`src/rtl/lieat_ifu_bpu.sv`:
```
// rtl/lieat_ifu_bpu.sv - static-index 2-bit BHT branch predictor with EXU training and perf counters
module lieat_ifu_bpu #(
  parameter int         XLEN     = 32,
  parameter int         BPU_IDX  = 4,
  parameter logic [1:0] CNT_INIT = 2'b01
) (
  input  logic               clock,
  input  logic               reset,
  input  logic               ifu_valid,
  input  logic               ifu_bxx,
  input  logic [XLEN-1:0]    ifu_pc,
  input  logic [XLEN-1:0]    ifu_imm,
  output logic               bpu_prdt,
  output logic [XLEN-1:0]    bpu_prdt_pc,
  input  logic               upd_en,
  input  logic [BPU_IDX-1:0] upd_index,
  input  logic               upd_res,
  input  logic               exu_flush,
  input  logic               perf_clr,
  output logic [31:0]        perf_br_cnt,
  output logic [31:0]        perf_miss_cnt
);

  localparam int DEPTH = 1 << BPU_IDX;

  logic [1:0]         bht [DEPTH];
  logic [BPU_IDX-1:0] lkp_idx;
  logic [1:0]         upd_old;
  logic [1:0]         upd_new;
  logic [1:0]         lkp_ctr;
  logic               byp_hit;

  assign lkp_idx = ifu_pc[BPU_IDX+1:2];
  assign upd_old = bht[upd_index];

  // Saturating next value of the counter being trained this cycle
  always_comb begin
    upd_new = upd_old;
    if (upd_res) begin
      if (upd_old != 2'b11) upd_new = upd_old + 2'b01;
    end else begin
      if (upd_old != 2'b00) upd_new = upd_old - 2'b01;
    end
  end

  // Same-cycle training of the looked-up entry is forwarded; during reset the table reads CNT_INIT only
  assign byp_hit     = reset & upd_en & (upd_index == lkp_idx);
  assign lkp_ctr     = byp_hit ? upd_new : bht[lkp_idx];
  assign bpu_prdt    = ifu_valid & ifu_bxx & lkp_ctr[1];
  assign bpu_prdt_pc = ifu_pc + (bpu_prdt ? ifu_imm : XLEN'(4));

  // Counter table: async init, one trained entry per cycle
  always_ff @(posedge clock or negedge reset) begin
    if (!reset) begin
      for (int i = 0; i < DEPTH; i++) bht[i] <= CNT_INIT;
    end else if (upd_en) begin
      bht[upd_index] <= upd_new;
    end
  end

  // Branch and mispredict counters; clear takes priority over increment
  always_ff @(posedge clock or negedge reset) begin
    if (!reset) begin
      perf_br_cnt   <= 32'd0;
      perf_miss_cnt <= 32'd0;
    end else if (perf_clr) begin
      perf_br_cnt   <= 32'd0;
      perf_miss_cnt <= 32'd0;
    end else begin
      perf_br_cnt   <= perf_br_cnt + {31'd0, upd_en};
      perf_miss_cnt <= perf_miss_cnt + {31'd0, exu_flush};
    end
  end

endmodule

```
`config.mk`:
```
export PLATFORM = sky130hd
export DESIGN_NAME = lieat_ifu_bpu
export DESIGN_NICKNAME = d
export VERILOG_FILES = /design/src/rtl/lieat_ifu_bpu.sv
export SDC_FILE = /design/constraint.sdc
export NUM_CORES = 1
export LEC_CHECK = 0
export CAP_MARGIN = 20
export CORE_UTILIZATION = 50
export DETAILED_ROUTE_END_ITERATION = 10
export PLACE_DENSITY = 0.82
export SYNTH_ARGS = -nofsm -noshare
export SYNTH_HDL_FRONTEND = slang
export SYNTH_SLANG_ARGS = --single-unit
```
`constraint.sdc`:
```
create_clock -name clock -period 17.55 [get_ports clock]
set_input_delay 2.6325 -clock clock [delete_from_list [all_inputs] [get_ports clock]]
set_output_delay 2.6325 -clock clock [all_outputs]
set_load 0.02 [all_outputs]
```
==> flow_summary_export.csv, run 1 <==
group,metric,value,unit
sta,finalHoldViolations,0,
clock_network,clock_path_buffers,2,
synthesis,syn_area,6620,sq um
pwr,ir_worst_vdd,0.00005707,V
sta,rsz0062_at_grt,"false",
critical_path,cp-end-kind,"output pin",
critical_path,cp-start-kind,"input pin",
die,core_area,12770,sq um
sta,holdWs,543.2,ps
synthesis,synth_cell_types,61,
grt,grt_pass1_wl,27080,microns
synthesis,yosysWarnings,0,
grt,first_global_vias,5607,
route,drt_first_pass_iters,4,
flow_run,drv.max_cap_violation_count,0,
die,dieArea,13700,sq um
die,die_w,117.1,microns
status,outcome,"complete, no violations",
route,drt_iter0_drc,437,
synthesis,synth_top_area_share,30.24,%
place,pre_cts_ws,6283,ps
die,io_pins,173,
route,routedWlPerCell,16.87,microns
place,globalplace.congestion,0.9374,
synthesis,avgSynthCellArea,9.779,sq um
sta,fin_ws,6205,ps
die,rows,41,
sta,worst_pin_slew,737.4,ps
synthesis,postSynthCellCount,677,
sta,period_needed,11340,ps
route,vias,5675,
clock_network,clock-root-buffer,"clkbuf_16",
final_layout,antennaDiodeCount,0,
sta,fin_skew,5.763,ps
place,io_buffers,172,
route,drc,0,
critical_path,crit_fanout,32,
sta,tns,0,ps
clock_network,insertion_delay,340,ps
pwr,cellPowerDensity,71.83,nW/um^2
synthesis,ys_ff_latch,96,
route,ant_nets,0,
worst_hold_path,hp-class,"reg -> reg",
grt,antenna_found_initial,0,
sta,final-setup-viol-count,0,
grt,grt.overflow.total,0,
synthesis,synthFlopType,"dfrtp_1",
synthesis,yosysMostFrequentCell,"nor2_1",
grt,grt_start_max_net_pins,65,
clock_network,cts-htree-levels,3,
synthesis,synth_edf_count,0,
synthesis,yosysTopAreaCell,"dfrtp_1",
sta,timing.slew.headroom,50.84,%
synthesis,synthTopCellsByArea,"dfrtp_1 30%, ha_1 6.6%, dfstp_2 6.4%",
critical_path,required,14920,ps
sta,maxSlewViolCount,0,
route,drt-total-wl,17140,microns
sta,max_freq,88.14,MHz
pwr,leakagePower,3.724,nW
critical_path,path_class,"in -> out",
critical_path,arrival,8710,ps
clock_network,cts_setup_buffers,0,
clock_network,numCtsBuffers,9,
grt,grt_usage,25.32,%
synthesis,synthTopCellsByCount,"93 x nor2_1, 80 x dfrtp_1, 48 x xor2_1, 39 x nand2_1, 37 x nand3_1",
synthesis,synth_seq_area_share,36.59,%
clock_network,cts_resized,0,
final_layout,layout-drive-gt1-share,14.22,%
die,start_util,51.83,%
clock_network,cts.hold.buffers_added,0,
synthesis,ys_async_sr_fraction,100.0,%
final_layout,area_growth,32.05,%
synthesis,synth_nets,789,
clock_network,cts_tree,"yes",
final_layout,num-nets-final,951,
clock_network,cts_sinks,96,
sta,min_period_over_period,64.64,%
final_layout,final_util,68.44,%
place,dp_hpwl,12980,microns
die,fp.dieH,117.1,microns
pwr,p_total,0.6279,mW
clock_network,clk_pin_slew,60,ps
route,vias_per_cell,5.586,
==> cell families after synthesis <==
logic type	synth area share [%]
AOI/OAI and AO/OA	9.545
muxes	10.38
and+or+nand+nor	22.25
adders and majority gates	7.258
buffers and inverters	2.513
DFF	36.59
xor gates and xnor gates	11.47
==> state kept, by name, indices dropped and copies added, names as in the netlist <==
signal	flops
bht	32
perf_miss_cnt	32
perf_br_cnt	32
==> layer usage <==
layer	wire length, microns	GRT usage, %	vias up
li1	-	-	2711
met1	7188	31.52	2742
met2	8404	43.59	189
met3	1143	5.304	33
met4	399	9.198	0
met5	0	0	-
==> final cells by class <==
cell class | count | area, sq um
clock buffer | 11 | 252.7
tap | 172 | 215.2
fill | 948 | 4031
sequential | 96 | 2422
inverter | 11 | 41.29
clock inverter | 5 | 30.03
timing repair buffer | 175 | 1749
multi-input combinational | 546 | 4031
==> worst max-delay path, cell delays in order <==
cell             delay [ps]
clkdlybuf4s50_1         920
mux4_1                  650
a22oi_1                 200
nand3_1                 120
maj3_2                  460
mux2i_4                 210
nor2_2                   50
buf_4                   240
and2_4                  200
ha_1                    210
fa_1                    410
a21o_1                  220
a21boi_1                260
o21ai_0                 190
a21oi_1                 190
o21bai_1                120
a221oi_1                510
nand3_1                 120
o311ai_0                130
clkdlybuf4s50_1         660
==> where the power goes <==
part / switching (mW) / internal (mW)
sequential: 0.0160 / 0.255
clock: 0.0805 / 0.103
combinational: 0.0806 / 0.0922
total: 0.177 / 0.451
==> worst paths after layout <==
kind,from,to,slack (ps),cells after the start
min in group asynchronous,reset,perf_miss_cnt[9]$_DFF_PN0_,2240,1
max,upd_index[0],bpu_prdt_pc[20],6210,20
min,bht[31]$_DFFE_PN0P_,bht[31]$_DFFE_PN0P_,540,1
min reg2reg,bht[31]$_DFFE_PN0P_,bht[31]$_DFFE_PN0P_,540,1
max reg2reg,perf_miss_cnt[0]$_DFF_PN0_,perf_miss_cnt[30]$_DFF_PN0_,14940,9
max in group asynchronous,reset,bht[11]$_DFFE_PN0P_,14210,2
==> through the flow <==
step           std cells  cell area, sq um
2_1_floorplan        677              6620
3_5_place_dp         999              8439
5_1_grt             1016              8742
4_1_cts             1015              8722
3_3_place_gp         999              8439
6_report            1016              8742
==> cells in the final DEF, fill, tap and decap left out, types with 4 or more instances in the layout <==
master	netlist	routed
a21o_1	13	13
a21oi_1	33	33
a31oi_1	4	4
and2_1	4	4
and2_4	29	29
and3_1	7	7
and4_1	9	9
clkbuf_16	0	9
clkdlybuf4s50_1	0	170
dfrtp_1	80	80
dfstp_2	16	16
ha_1	35	35
inv_1	11	11
mux2_2	32	32
mux4_2	10	10
nand2_1	39	39
nand3_1	37	37
nand4_1	13	13
nor2_1	93	93
nor2b_1	16	16
nor3_1	8	8
o21a_1	4	4
o21ai_0	16	16
or3_1	12	12
xnor2_1	36	36
xor2_1	48	48
Power figures use the tool's default switching activity.
==> run 2, diff against run 1 <==
==> constraint.sdc (replaced) <==
create_clock -name clock -period 11.1 [get_ports clock]
set_input_delay 1.665 -clock clock [delete_from_list [all_inputs] [get_ports clock]]
set_output_delay 1.665 -clock clock [all_outputs]
set_load 0.02 [all_outputs]
==> flow_summary_export.csv, run 2 (synthesis results as in run 1) <==
group,metric,value,unit
critical_path,crit_path_end,"bpu_prdt_pc[20]",
pwr,p_total,0.9874,mW
final_layout,mostFrequentLayoutCells,"170 x clkdlybuf4s50_1, 93 x nor2_1, 80 x dfrtp_1",
route,drc,0,
status,outcome,"complete, no violations",
route,drt-total-wl,16920,microns
clock_network,numCtsBuffers,9,
route,ant_nets,0,
pwr,ir_worst_vdd,0.0001138,V
clock_network,cts.hold.buffers_added,0,
grt,grt_pass1_wl,27090,microns
die,fp.dieH,117.1,microns
sta,tns,0,ps
critical_path,cp-start-kind,"input pin",
final_layout,antennaDiodeCount,0,
clock_network,cts_sinks,96,
sta,maxSlewViolCount,0,
worst_hold_path,hp-class,"reg -> reg",
final_layout,num-nets-final,951,
route,routedWlPerCell,16.65,microns
die,dieArea,13700,sq um
clock_network,cts_resized,0,
sta,finalHoldViolations,0,
place,globalplace.congestion,0.9370,
critical_path,r2r_slack,8480,ps
critical_path,r2r_start,"perf_miss_cnt[0]$_DFF_PN0_",
clock_network,clk_pin_slew,60,ps
final_layout,top_regs,"bht x32, perf_br_cnt x32, perf_miss_cnt x32",
grt,grt.overflow.total,0,
sta,timing.slew.headroom,51.28,%
final_layout,final_common_cell,"clkdlybuf4s50_1",
grt,antenna_found_initial,0,
place,pre_cts_ws,1740,ps
route,drt_iter0_drc,402,
sta,fin_skew,5.252,ps
clock_network,clock-root-buffer,"clkbuf_16",
critical_path,ff2ff_path_depth,9,
pwr,cellPowerDensity,113.0,nW/um^2
clock_network,cts_setup_buffers,0,
sta,final-setup-viol-count,0,
critical_path,cp-end-kind,"output pin",
place,dp_hpwl,12830,microns
clock_network,clock_path_buffers,2,
grt,first_global_vias,5554,
final_layout,area_growth,31.96,%
die,rows,41,
route,drt_first_pass_iters,5,
critical_path,r2r-end,"perf_miss_cnt[30]$_DFF_PN0_",
grt,grt_start_max_net_pins,65,
route,vias_per_cell,5.578,
sta,min_period_over_period,84.49,%
die,core_area,12770,sq um
place,dp.cells,999,
critical_path,crit_fanout,32,
critical_path,required,9440,ps
place,io_buffers,172,
pwr,leakagePower,3.718,nW
flow_run,drv.max_cap_violation_count,0,
sta,worst_pin_slew,730.8,ps
sta,max_freq,106.6,MHz
sta,period_needed,9378,ps
final_layout,instances_no_fill,1016,
clock_network,cts_tree,"yes",
die,die_w,117.1,microns
die,io_pins,173,
sta,holdWs,544.6,ps
sta,fin_ws,1722,ps
critical_path,path_class,"in -> out",
clock_network,cts-htree-levels,3,
grt,grt_usage,25.23,%
die,start_util,51.83,%
route,vias,5667,
critical_path,startpoint,"upd_index[0]",
critical_path,arrival,7710,ps
sta,rsz0062_at_grt,"false",
clock_network,insertion_delay,340,ps
final_layout,layout-drive-gt1-share,14.10,%
run 2: cell count changes in the layout (fill, tap and decap cells not counted), sizes merged:
cell    before  now
clkbuf      11   12
inv         12   11
run 2: how the worst min path moves through the flow:
stage | from | endpoint | slack, ps | cells past startpoint
floorplan | bht[29]$_DFFE_PN0P_ | bht[29]$_DFFE_PN0P_ | 490 | 1
global placement | bht[3]$_DFFE_PN0P_ | bht[3]$_DFFE_PN0P_ | 520 | 1
detailed placement | bht[19]$_DFFE_PN0P_ | bht[19]$_DFFE_PN0P_ | 530 | 1
CTS | bht[19]$_DFFE_PN0P_ | bht[19]$_DFFE_PN0P_ | 550 | 1
global route | bht[15]$_DFFE_PN0P_ | bht[15]$_DFFE_PN0P_ | 560 | 1
finish | bht[15]$_DFFE_PN0P_ | bht[15]$_DFFE_PN0P_ | 540 | 1
run 2: critical path, cell delays in order:
cell and delay (ps):
clkdlybuf4s50_1 930, mux4_1 650, a22oi_1 200, nand3_1 120, maj3_2 460, mux2i_4 200, nor2_2 50, buf_4 240
and2_4 200, ha_1 350, a2111oi_2 440, a21boi_1 320, o21ai_0 180, a21oi_1 200, o21bai_1 110, a221oi_1 480
nand3_1 120, o311ai_0 120, clkdlybuf4s50_1 660
run 2: cell type report:
type | instances | area, sq um
clock buffers | 12 | 246.5
clock inverters | 4 | 30.03
fillers | 948 | 4038
inverters | 11 | 41.29
multi-input cells | 546 | 4031
flip-flops and latches | 96 | 2422
well taps | 172 | 215.2
repair buffers | 175 | 1749
run 2: per-stage QoR:
stage	util, %	cell area [sq um]
finish	68.39	8736
global route	68.39	8736
CTS	68.23	8716
detailed placement	66.07	8439
global placement	66.07	8439
floorplan	-	6620
run 2: routing by layer:
metal	GRT usage, %	routed length [microns]
met1	32.19	7164
met2	43.83	8324
met3	5.561	1252
met4	5.823	180
met5	0	0
run 2: power breakdown:
| group | switching (mW) | internal [mW] |
|---|---|---|
| Clock | 0.128 | 0.159 |
| Combinational | 0.127 | 0.146 |
| Sequential | 0.0246 | 0.404 |
| Total | 0.279 | 0.708 |
